--- src/rtl/molecule_cross_counter_if.sv ---
// molecule_cross_counter_if: frame control, molecule positions and crossing statistics bundle.
interface molecule_cross_counter_if;
    logic       frame;
    logic       freeze;
    logic       clear;
    logic [9:0] membrane_x;
    logic [9:0] pos_x_0;
    logic [9:0] pos_x_1;
    logic [9:0] pos_x_2;
    logic [9:0] pos_x_3;
    logic [2:0] count_left;
    logic [2:0] count_right;
    logic [7:0] total_lr;
    logic [7:0] total_rl;
    logic       scan_done;
    modport master (
        output frame, freeze, clear, membrane_x, pos_x_0, pos_x_1, pos_x_2, pos_x_3,
        input  count_left, count_right, total_lr, total_rl, scan_done
    );
    modport slave (
        input  frame, freeze, clear, membrane_x, pos_x_0, pos_x_1, pos_x_2, pos_x_3,
        output count_left, count_right, total_lr, total_rl, scan_done
    );
endinterface

--- src/rtl/molecule_cross_counter.sv ---
// molecule_cross_counter: per-frame scan of molecule sides relative to a membrane, counting crossings.
module molecule_cross_counter #(
    parameter int MOL_SIZE = 16,
    parameter int N_MOL    = 4
) (
    input logic                      clk,
    input logic                      reset,
    molecule_cross_counter_if.slave  bus
);
    typedef enum logic [1:0] {IDLE, SCAN, DONE} state_t;
    state_t                  state_q;
    logic [1:0]              idx_q;
    logic [N_MOL-1:0][9:0]   snap_q;
    logic [2:0]              left_tmp_q;
    logic [N_MOL-1:0]        known_q;
    logic [N_MOL-1:0]        side_q;
    logic [2:0]              count_left_q;
    logic [2:0]              count_right_q;
    logic [7:0]              total_lr_q;
    logic [7:0]              total_rl_q;
    logic                    scan_done_q;
    logic [10:0]             center_d;
    logic                    side_d;
    logic                    cross_lr;
    logic                    cross_rl;
    // Centre is widened to 11 bits so sprites near the right edge never wrap to the left side.
    always_comb begin
        center_d = {1'b0, snap_q[idx_q]} + 11'(MOL_SIZE / 2);
        side_d   = center_d >= {1'b0, bus.membrane_x};
        cross_lr = state_q == SCAN && known_q[idx_q] && !side_q[idx_q] && side_d;
        cross_rl = state_q == SCAN && known_q[idx_q] && side_q[idx_q] && !side_d;
    end
    always_ff @(posedge clk or posedge reset) begin
        if (reset) begin
            state_q       <= IDLE;
            idx_q         <= '0;
            snap_q        <= '0;
            left_tmp_q    <= '0;
            known_q       <= '0;
            side_q        <= '0;
            count_left_q  <= '0;
            count_right_q <= '0;
            total_lr_q    <= '0;
            total_rl_q    <= '0;
            scan_done_q   <= 1'b0;
        end else begin
            scan_done_q <= 1'b0;
            case (state_q)
                IDLE: if (bus.frame && !bus.freeze) begin
                    snap_q     <= {bus.pos_x_3, bus.pos_x_2, bus.pos_x_1, bus.pos_x_0};
                    idx_q      <= '0;
                    left_tmp_q <= '0;
                    state_q    <= SCAN;
                end
                SCAN: begin
                    side_q[idx_q]  <= side_d;
                    known_q[idx_q] <= 1'b1;
                    left_tmp_q     <= left_tmp_q + {2'b0, ~side_d};
                    idx_q          <= idx_q + 2'd1;
                    if (idx_q == 2'd3) state_q <= DONE;
                end
                DONE: begin
                    count_left_q  <= left_tmp_q;
                    count_right_q <= 3'(N_MOL) - left_tmp_q;
                    scan_done_q   <= 1'b1;
                    state_q       <= IDLE;
                end
                default: state_q <= IDLE;
            endcase
            // Clear wins over both the crossing increments and the known flag set by this cycle's evaluation.
            if (bus.clear) begin
                known_q    <= '0;
                total_lr_q <= '0;
                total_rl_q <= '0;
            end else begin
                if (cross_lr && total_lr_q != 8'hff) total_lr_q <= total_lr_q + 8'd1;
                if (cross_rl && total_rl_q != 8'hff) total_rl_q <= total_rl_q + 8'd1;
            end
        end
    end
    assign bus.count_left  = count_left_q;
    assign bus.count_right = count_right_q;
    assign bus.total_lr    = total_lr_q;
    assign bus.total_rl    = total_rl_q;
    assign bus.scan_done   = scan_done_q;
endmodule

--- src/flat_wrapper.sv ---
// flat-port wrapper written by rule: the top's interface ports become plain ports
module molecule_cross_counter_flat 
#(
    parameter int MOL_SIZE = 16,
    parameter int N_MOL    = 4
)
  (clk, reset, bus_frame, bus_freeze, bus_clear, bus_membrane_x, bus_pos_x_0, bus_pos_x_1, bus_pos_x_2, bus_pos_x_3, bus_count_left, bus_count_right, bus_total_lr, bus_total_rl, bus_scan_done);
  molecule_cross_counter_if bus_i ();
  input logic clk;
  input logic reset;
  input wire logic [$bits(bus_i.frame)-1:0] bus_frame;
  input wire logic [$bits(bus_i.freeze)-1:0] bus_freeze;
  input wire logic [$bits(bus_i.clear)-1:0] bus_clear;
  input wire logic [$bits(bus_i.membrane_x)-1:0] bus_membrane_x;
  input wire logic [$bits(bus_i.pos_x_0)-1:0] bus_pos_x_0;
  input wire logic [$bits(bus_i.pos_x_1)-1:0] bus_pos_x_1;
  input wire logic [$bits(bus_i.pos_x_2)-1:0] bus_pos_x_2;
  input wire logic [$bits(bus_i.pos_x_3)-1:0] bus_pos_x_3;
  output wire logic [$bits(bus_i.count_left)-1:0] bus_count_left;
  output wire logic [$bits(bus_i.count_right)-1:0] bus_count_right;
  output wire logic [$bits(bus_i.total_lr)-1:0] bus_total_lr;
  output wire logic [$bits(bus_i.total_rl)-1:0] bus_total_rl;
  output wire logic [$bits(bus_i.scan_done)-1:0] bus_scan_done;
  assign bus_i.frame = bus_frame;
  assign bus_i.freeze = bus_freeze;
  assign bus_i.clear = bus_clear;
  assign bus_i.membrane_x = bus_membrane_x;
  assign bus_i.pos_x_0 = bus_pos_x_0;
  assign bus_i.pos_x_1 = bus_pos_x_1;
  assign bus_i.pos_x_2 = bus_pos_x_2;
  assign bus_i.pos_x_3 = bus_pos_x_3;
  assign bus_count_left = bus_i.count_left;
  assign bus_count_right = bus_i.count_right;
  assign bus_total_lr = bus_i.total_lr;
  assign bus_total_rl = bus_i.total_rl;
  assign bus_scan_done = bus_i.scan_done;
  molecule_cross_counter #(.MOL_SIZE(MOL_SIZE), .N_MOL(N_MOL)) u_core (.clk(clk), .reset(reset), .bus(bus_i));
endmodule
--- config.mk ---
export PLATFORM = sky130hd
export DESIGN_NAME = molecule_cross_counter_flat
export DESIGN_NICKNAME = d
export VERILOG_FILES = /design/src/rtl/molecule_cross_counter_if.sv /design/src/rtl/molecule_cross_counter.sv /design/src/flat_wrapper.sv
export SDC_FILE = /design/constraint.sdc
export NUM_CORES = 1
export LEC_CHECK = 0
export BUFFER_PORTS_ARGS = -buffer_cell sky130_fd_sc_hd__buf_2
export CAP_MARGIN = 20
export CORE_MARGIN = 3
export CORE_UTILIZATION = 54
export DETAILED_ROUTE_END_ITERATION = 12
export PLACE_DENSITY = 0.74
export SETUP_SLACK_MARGIN = 0.4
export SLEW_MARGIN = 15
export SYNTH_ARGS = -nofsm -noshare
export SYNTH_HDL_FRONTEND = slang
export SYNTH_SLANG_ARGS = --single-unit
--- constraint.sdc ---
create_clock -name clk -period 9.3 [get_ports clk]
set_input_delay 0.93 -clock clk [delete_from_list [all_inputs] [get_ports clk]]
set_output_delay 0.93 -clock clk [all_outputs]
set_load 0.1 [all_outputs]
==> Yosys cells after proc, flatten, opt, wreduce, memory -nomap -nowiden <==
Cells that the tools add are included.
{ "totals": {"romBits": 0, "latchBits": 0, "n_memories": 0, "mem_bits_rw": 0, "input_bits": 55, "wordCells": 75, "output_inout_bits": 23, "reg_bits": 78} }
{ "op_classes": {"n_addsub": 6, "muxes": 23, "shift": 0, "n_reduce_logical": 20, "n_lt_le_gt_ge": 3, "n_eq_ne": 7, "bitwise": 2, "div_mod_pow": 0, "mul": 0} }
{ "ops": {"columns": ["cell", "n"], "rows": [
  ["$mux W8", 4],
  ["$bmux W10 S2", 1],
  ["$add A8 B1 Y8 const B", 2],
  ["$ne A8 B8 Y1 const B", 2],
  ["$add A10 B4 Y11 const B", 1],
  ["$ge A11 B10 Y1", 1],
  ["$mux W10", 1],
  ["$logic_and A1 B1 Y1", 9],
  ["$mux W4", 2],
  ["$pmux W2 S2", 2],
  ["$reduce_bool A2 Y1", 4],
  ["$mux W2", 3],
  ["$pmux W3 S2", 1],
  ["$reduce_and A2 Y1", 3],
  ["$bmux W1 S2", 2],
  ["$bwmux W4", 1],
  ["$eq A2 B2 Y1 const B", 2],
  ["$mux W1", 4],
  ["$or A4 B4 Y4", 1],
  ["$add A3 B1 Y3", 1],
  ["$logic_not A1 Y1", 3],
  ["$lt A2 B3 Y1 const B", 1],
  ["$mux W3", 1],
  ["$sub A3 B3 Y3 const A", 1],
  ["8 further kinds", 8]
]} }

==> Depth between registers and ports, before layout <==
{ "logic_depth": {"ltp_word": 9, "ltp_mapped": 17} }

==> Worst setup path before layout <==
OpenSTA, ideal clock, no wires.
{ "synth_timing": {"path_type": "reg-to-reg", "start": "reg u_core.idx_q[0]", "end": "reg u_core.left_tmp_q[2]", "t_arrival_ns": 3.148, "period_less_slack_ns": 3.276, "path_slack_ns": 6.024, "path_stages_with_launch": 18, "path_cell_list": "dfrtp_1 buf_6 mux4_1 and2_1 nand4_1 xnor2_1 ha_1 a21o_1 a221oi_2 o21ai_2 inv_1 buf_2 buf_2 ha_1 ha_1 nor2_1 o21ai_0 o21ai_0"} }
{ "synth_between": {"elab_chain_cells": 7} }
{ "synth_lines": {"columns": ["item", "line", "source"], "rows": [
  ["start: declaration", "molecule_cross_counter.sv:12", "logic [1:0] idx_q;"],
  ["start signal: assignment", "molecule_cross_counter.sv:59", "idx_q <= idx_q + 2'd1;"],
  ["$bmux W10 S2", "molecule_cross_counter.sv:28", "center_d = {1'b0, snap_q[idx_q]} + 11'(MOL_SIZE / 2);"],
  ["$mux W10 (not written as such)", "molecule_cross_counter.sv:28", null],
  ["$add A10 B4 Y11", "molecule_cross_counter.sv:28", null],
  ["$ge A11 B10 Y1", "molecule_cross_counter.sv:29", "side_d = center_d >= {1'b0, bus.membrane_x};"],
  ["$not A1 Y1", "molecule_cross_counter.sv:58", "left_tmp_q <= left_tmp_q + {2'b0, ~side_d};"],
  ["$add A3 B1 Y3", "molecule_cross_counter.sv:58", null],
  ["$pmux W3 S2", "molecule_cross_counter.sv:48", "case (state_q)"],
  ["end signal: assignment", "molecule_cross_counter.sv:58", null],
  ["end: declaration", "molecule_cross_counter.sv:14", "logic [2:0] left_tmp_q;"]
]} }
No other way between the ends. The select of a mux whose other input is x is not followed.
A chain may end at the register's enable or synchronous reset.

==> Final worst setup path <==
Ends and elaborated chain as after synthesis.

==> impl_results.md <==
- Non-Filler Instances: 505
- PostCTS Resize Cnt: 0
- Asr flop ratio synth: 100%
- Crit path max-delay cell type: dfrtp_1
- CP dominant cell by count: ha_1
- DIE AREA: 0.00845 mm²
- Layout area overhead: 15.2%
- Post-Synthesis Cell Area: 0.00399 mm²
- Synth Flop Type: dfrtp_1
- Yosys reg bits: 77
- Slew HR: 35.3%
- Vias in the first global route: 2830
- Util after Layout: 65.8%
- Worst hold margin: 0.493 ns
- Worst-path fanout max: 20
- Lkg Pwr: 0.00216 µW
- Vias: 2796
- Post-CTS Hold Fix Bufs: 0
- Final setup fails: 0
- Gate power share: 47.7%
- Main combinational cell family by area after synthesis: multiplexers
- Clock power share: 15.6%
- First-pass GRT wire length: 12.8 mm
- Post-DP HPWL: 5.12 mm
- Compound-Gate Fraction of Synth Area: 7.59%
- Hold Path Class: reg2reg
- TritonCTS Buffers: 9
- Post-DR wirelength/cell: 14.4 µm
- Die X: 91.9 µm
- Post-CTS Setup Bufs: 0
- Flop pwr share: 36.7%
- Power Internal: 872 µW
- Die Y: 91.9 µm
- RSZ-0062 raised after global routing: no
- CP arrival: 4.50 ns
- Antenna Cells: 0
- Fillers: 584
- Hold Fails Final Rpt: 0
- Placed Cells: 489
- Detail Route Antenna Nets: 0
- Share of cells above drive strength 1: 37.4%
- Latest clock arrival within the worst-skew pair: 0.35 ns
- Buf+Inv Stages, Crit Path: 1
- Synthesized net count: 407
- Simple-Gate Fraction of Synth Area: 10.7%
- WS Path Type: reg2reg
- Initial core utilization: 57.1%
- Drt first pass iters: 5
- Nets: 479
- Core Region: 0.00698 mm²
- Synth Area in Adders: 6.28%
- DRC Markers: 0
- Net Sw Frac: 41.8%
- Tightest Pin Transition: 0.970 ns
- Setup tns final: 0 ns
- Global route overflow: 0
- Max_cap viols: 0
- Fmax: 237 MHz
- Pin count of the biggest net entering global routing: 78
- PnR Total Power: 1500 µW
- CTS Root Cell: clkbuf_8
- Clock Skew: 0.0143 ns
- CP top delay family: adder cells
- H-Tree Depth: 3
- Register area share after synthesis: 48.3%
- Post-Route WL: 7.25 mm
- Clock Tree Buf Depth: 2
- VDD IR max: 0.217 mV
- Slew Limit Fails: 0
- CP endpoint kind: flip-flop
- Cells after Synth: 332
- Psw: 626 µW
- Worst setup SP type: flip-flop
- CTS tree: yes
- Port-buffer cells: 77
- CP peak stage delay: 0.88 ns
- Synth cell types: 41
- Crit-path cells: mux4_1, ha_1, xor2_1, ha_1, nand2_1, o21ai_0, a21oi_1, o21ai_2, inv_1, ha_1, ha_1, nor2_1, o21ai_0, o21ai_0
- Post-synthesis mux area share: 21.1%
- Syn. warnings: 0
- Clock sink count: 77
- Vias/cell: 5.54
- Status: finished clean
- Commonest non-fill, non-tap cells in the layout: buf_2, dfrtp_1, mux2_2
- R2r setup slk: 5.08 ns
- CTS clk-pin slew, worst paths: 0.09 ns
- Avg Cell Area, Syn: 12.0 µm²
- Total GRT Usage: 18.8%
- XOR/XNOR share of the synthesized area: 1.32%
- Io pins: 78
- RePlAce Congestion: 0.814
- Worst Path Required: 9.58 ns
- Initial antenna violation count: 0
- DRT iter0 DRCs: 109
- Period utilization: 45.4%
- Row cnt: 30
- Power per Cell Area: 326 mW/mm²
- Min Tclk post-route: 4.22 ns
- Number of flops mapped to enable cells by yosys: 0
==> kinds of logic after synthesis <==
family | Yosys count
mux | 60
compound gates | 50
xor+xnor | 6
fa+ha+maj | 20
simple gates | 80
buf+inv | 39
flops | 77
==> layout make-up <==
class                      count  area [µm²]  area share (%)
tap                           96         120            2.62
clock buffer                   9         124            2.70
timing repair buffer          80         408            8.88
inverter                      20        75.1            1.63
multi-input combinational    216        1880            41.0
sequential                    77        1930            42.0
clock inverter                 7        56.3            1.23
==> synth_stat cells (all sizes together) (2+ instances only) <==
cell type | n | share of area [%]
nand2b | 4 | 0.63
xnor2 | 5 | 1.1
or3 | 4 | 0.66
nor2b | 7 | 1.1
or4 | 6 | 1.1
o31ai | 9 | 1.7
mux4 | 12 | 7.6
a31oi | 3 | 0.47
dfrtp | 77 | 48
nand2 | 16 | 1.5
and2 | 3 | 0.47
nand4 | 5 | 0.78
ha | 20 | 6.3
a21oi | 21 | 2.6
o21ai | 12 | 1.6
nand3 | 11 | 1.4
mux2 | 47 | 13
inv | 20 | 1.9
nor4 | 2 | 0.31
nor2 | 17 | 1.6
clkbuf | 10 | 0.94
buf | 9 | 1.8
==> tightest hold or removal path: cells and delay by family, from the launching register on <==
| kind | cells | cell delay [ns] |
|---|---|---|
| and+or+nand+nor | 1 | 0.07 |
| DFF | 1 | 0.35 |
| AOI/OAI and AO/OA | 1 | 0.04 |
==> routing by layer <==
metal / vias up / wire [µm] / global-route usage (%)
met3: 12 / 350 / 3.36
li1: 1352 / - / -
met1: 1360 / 3270 / 23.9
met4: 0 / 110 / 7.05
met5: - / 0 / 0
met2: 72 / 3520 / 32.0
==> flip-flops by register name, summed over array words and instances, names as in the netlist <==
signal / cells
u_core.bus.count_left: 2
u_core.bus.count_right: 3
u_core.bus.scan_done: 1
u_core.bus.total_lr: 8
u_core.bus.total_rl: 8
u_core.idx_q: 2
u_core.known_q: 4
u_core.left_tmp_q: 3
u_core.side_q: 4
u_core.snap_q: 40
u_core.state_q: 2
==> through the flow <==
| stage | worst slack (ns) | cell area [µm²] |
|---|---|---|
| 2_1_floorplan | 6.02 | 3990 |
| 3_3_place_gp | 5.23 | 4410 |
| 6_report | 5.08 | 4590 |
| 5_1_grt | 4.66 | 4590 |
| 3_5_place_dp | 5.09 | 4410 |
| 4_1_cts | 5.09 | 4590 |
==> power by group through the flow <==
stage | combinational [µW] | clock (µW) | sequential (µW)
final | 714 | 234 | 550
after global routing | 794 | 257 | 571
after CTS | 722 | 242 | 552
after detailed placement | 719 | 0 | 558
after global placement | 698 | 0 | 553
after floorplan | 566 | 0 | 601
==> path summary, 6_finish.rpt <==
kind,start,endpoint,depth (start not counted)
max,u_core.idx_q[0]$_DFFE_PP0P_,u_core.left_tmp_q[2]$_DFFE_PP0P_,14
min,u_core.known_q[2]$_DFFE_PP0P_,u_core.known_q[2]$_DFFE_PP0P_,2
max reg2reg,u_core.idx_q[0]$_DFFE_PP0P_,u_core.left_tmp_q[2]$_DFFE_PP0P_,14
min reg2reg,u_core.known_q[2]$_DFFE_PP0P_,u_core.known_q[2]$_DFFE_PP0P_,2
max in group asynchronous,reset,u_core.bus.total_rl[5]$_DFFE_PP0P_,3
min in group asynchronous,reset,u_core.snap_q[39]$_DFFE_PP0P_,3
Note: power is estimated with default switching activity, not from simulation.
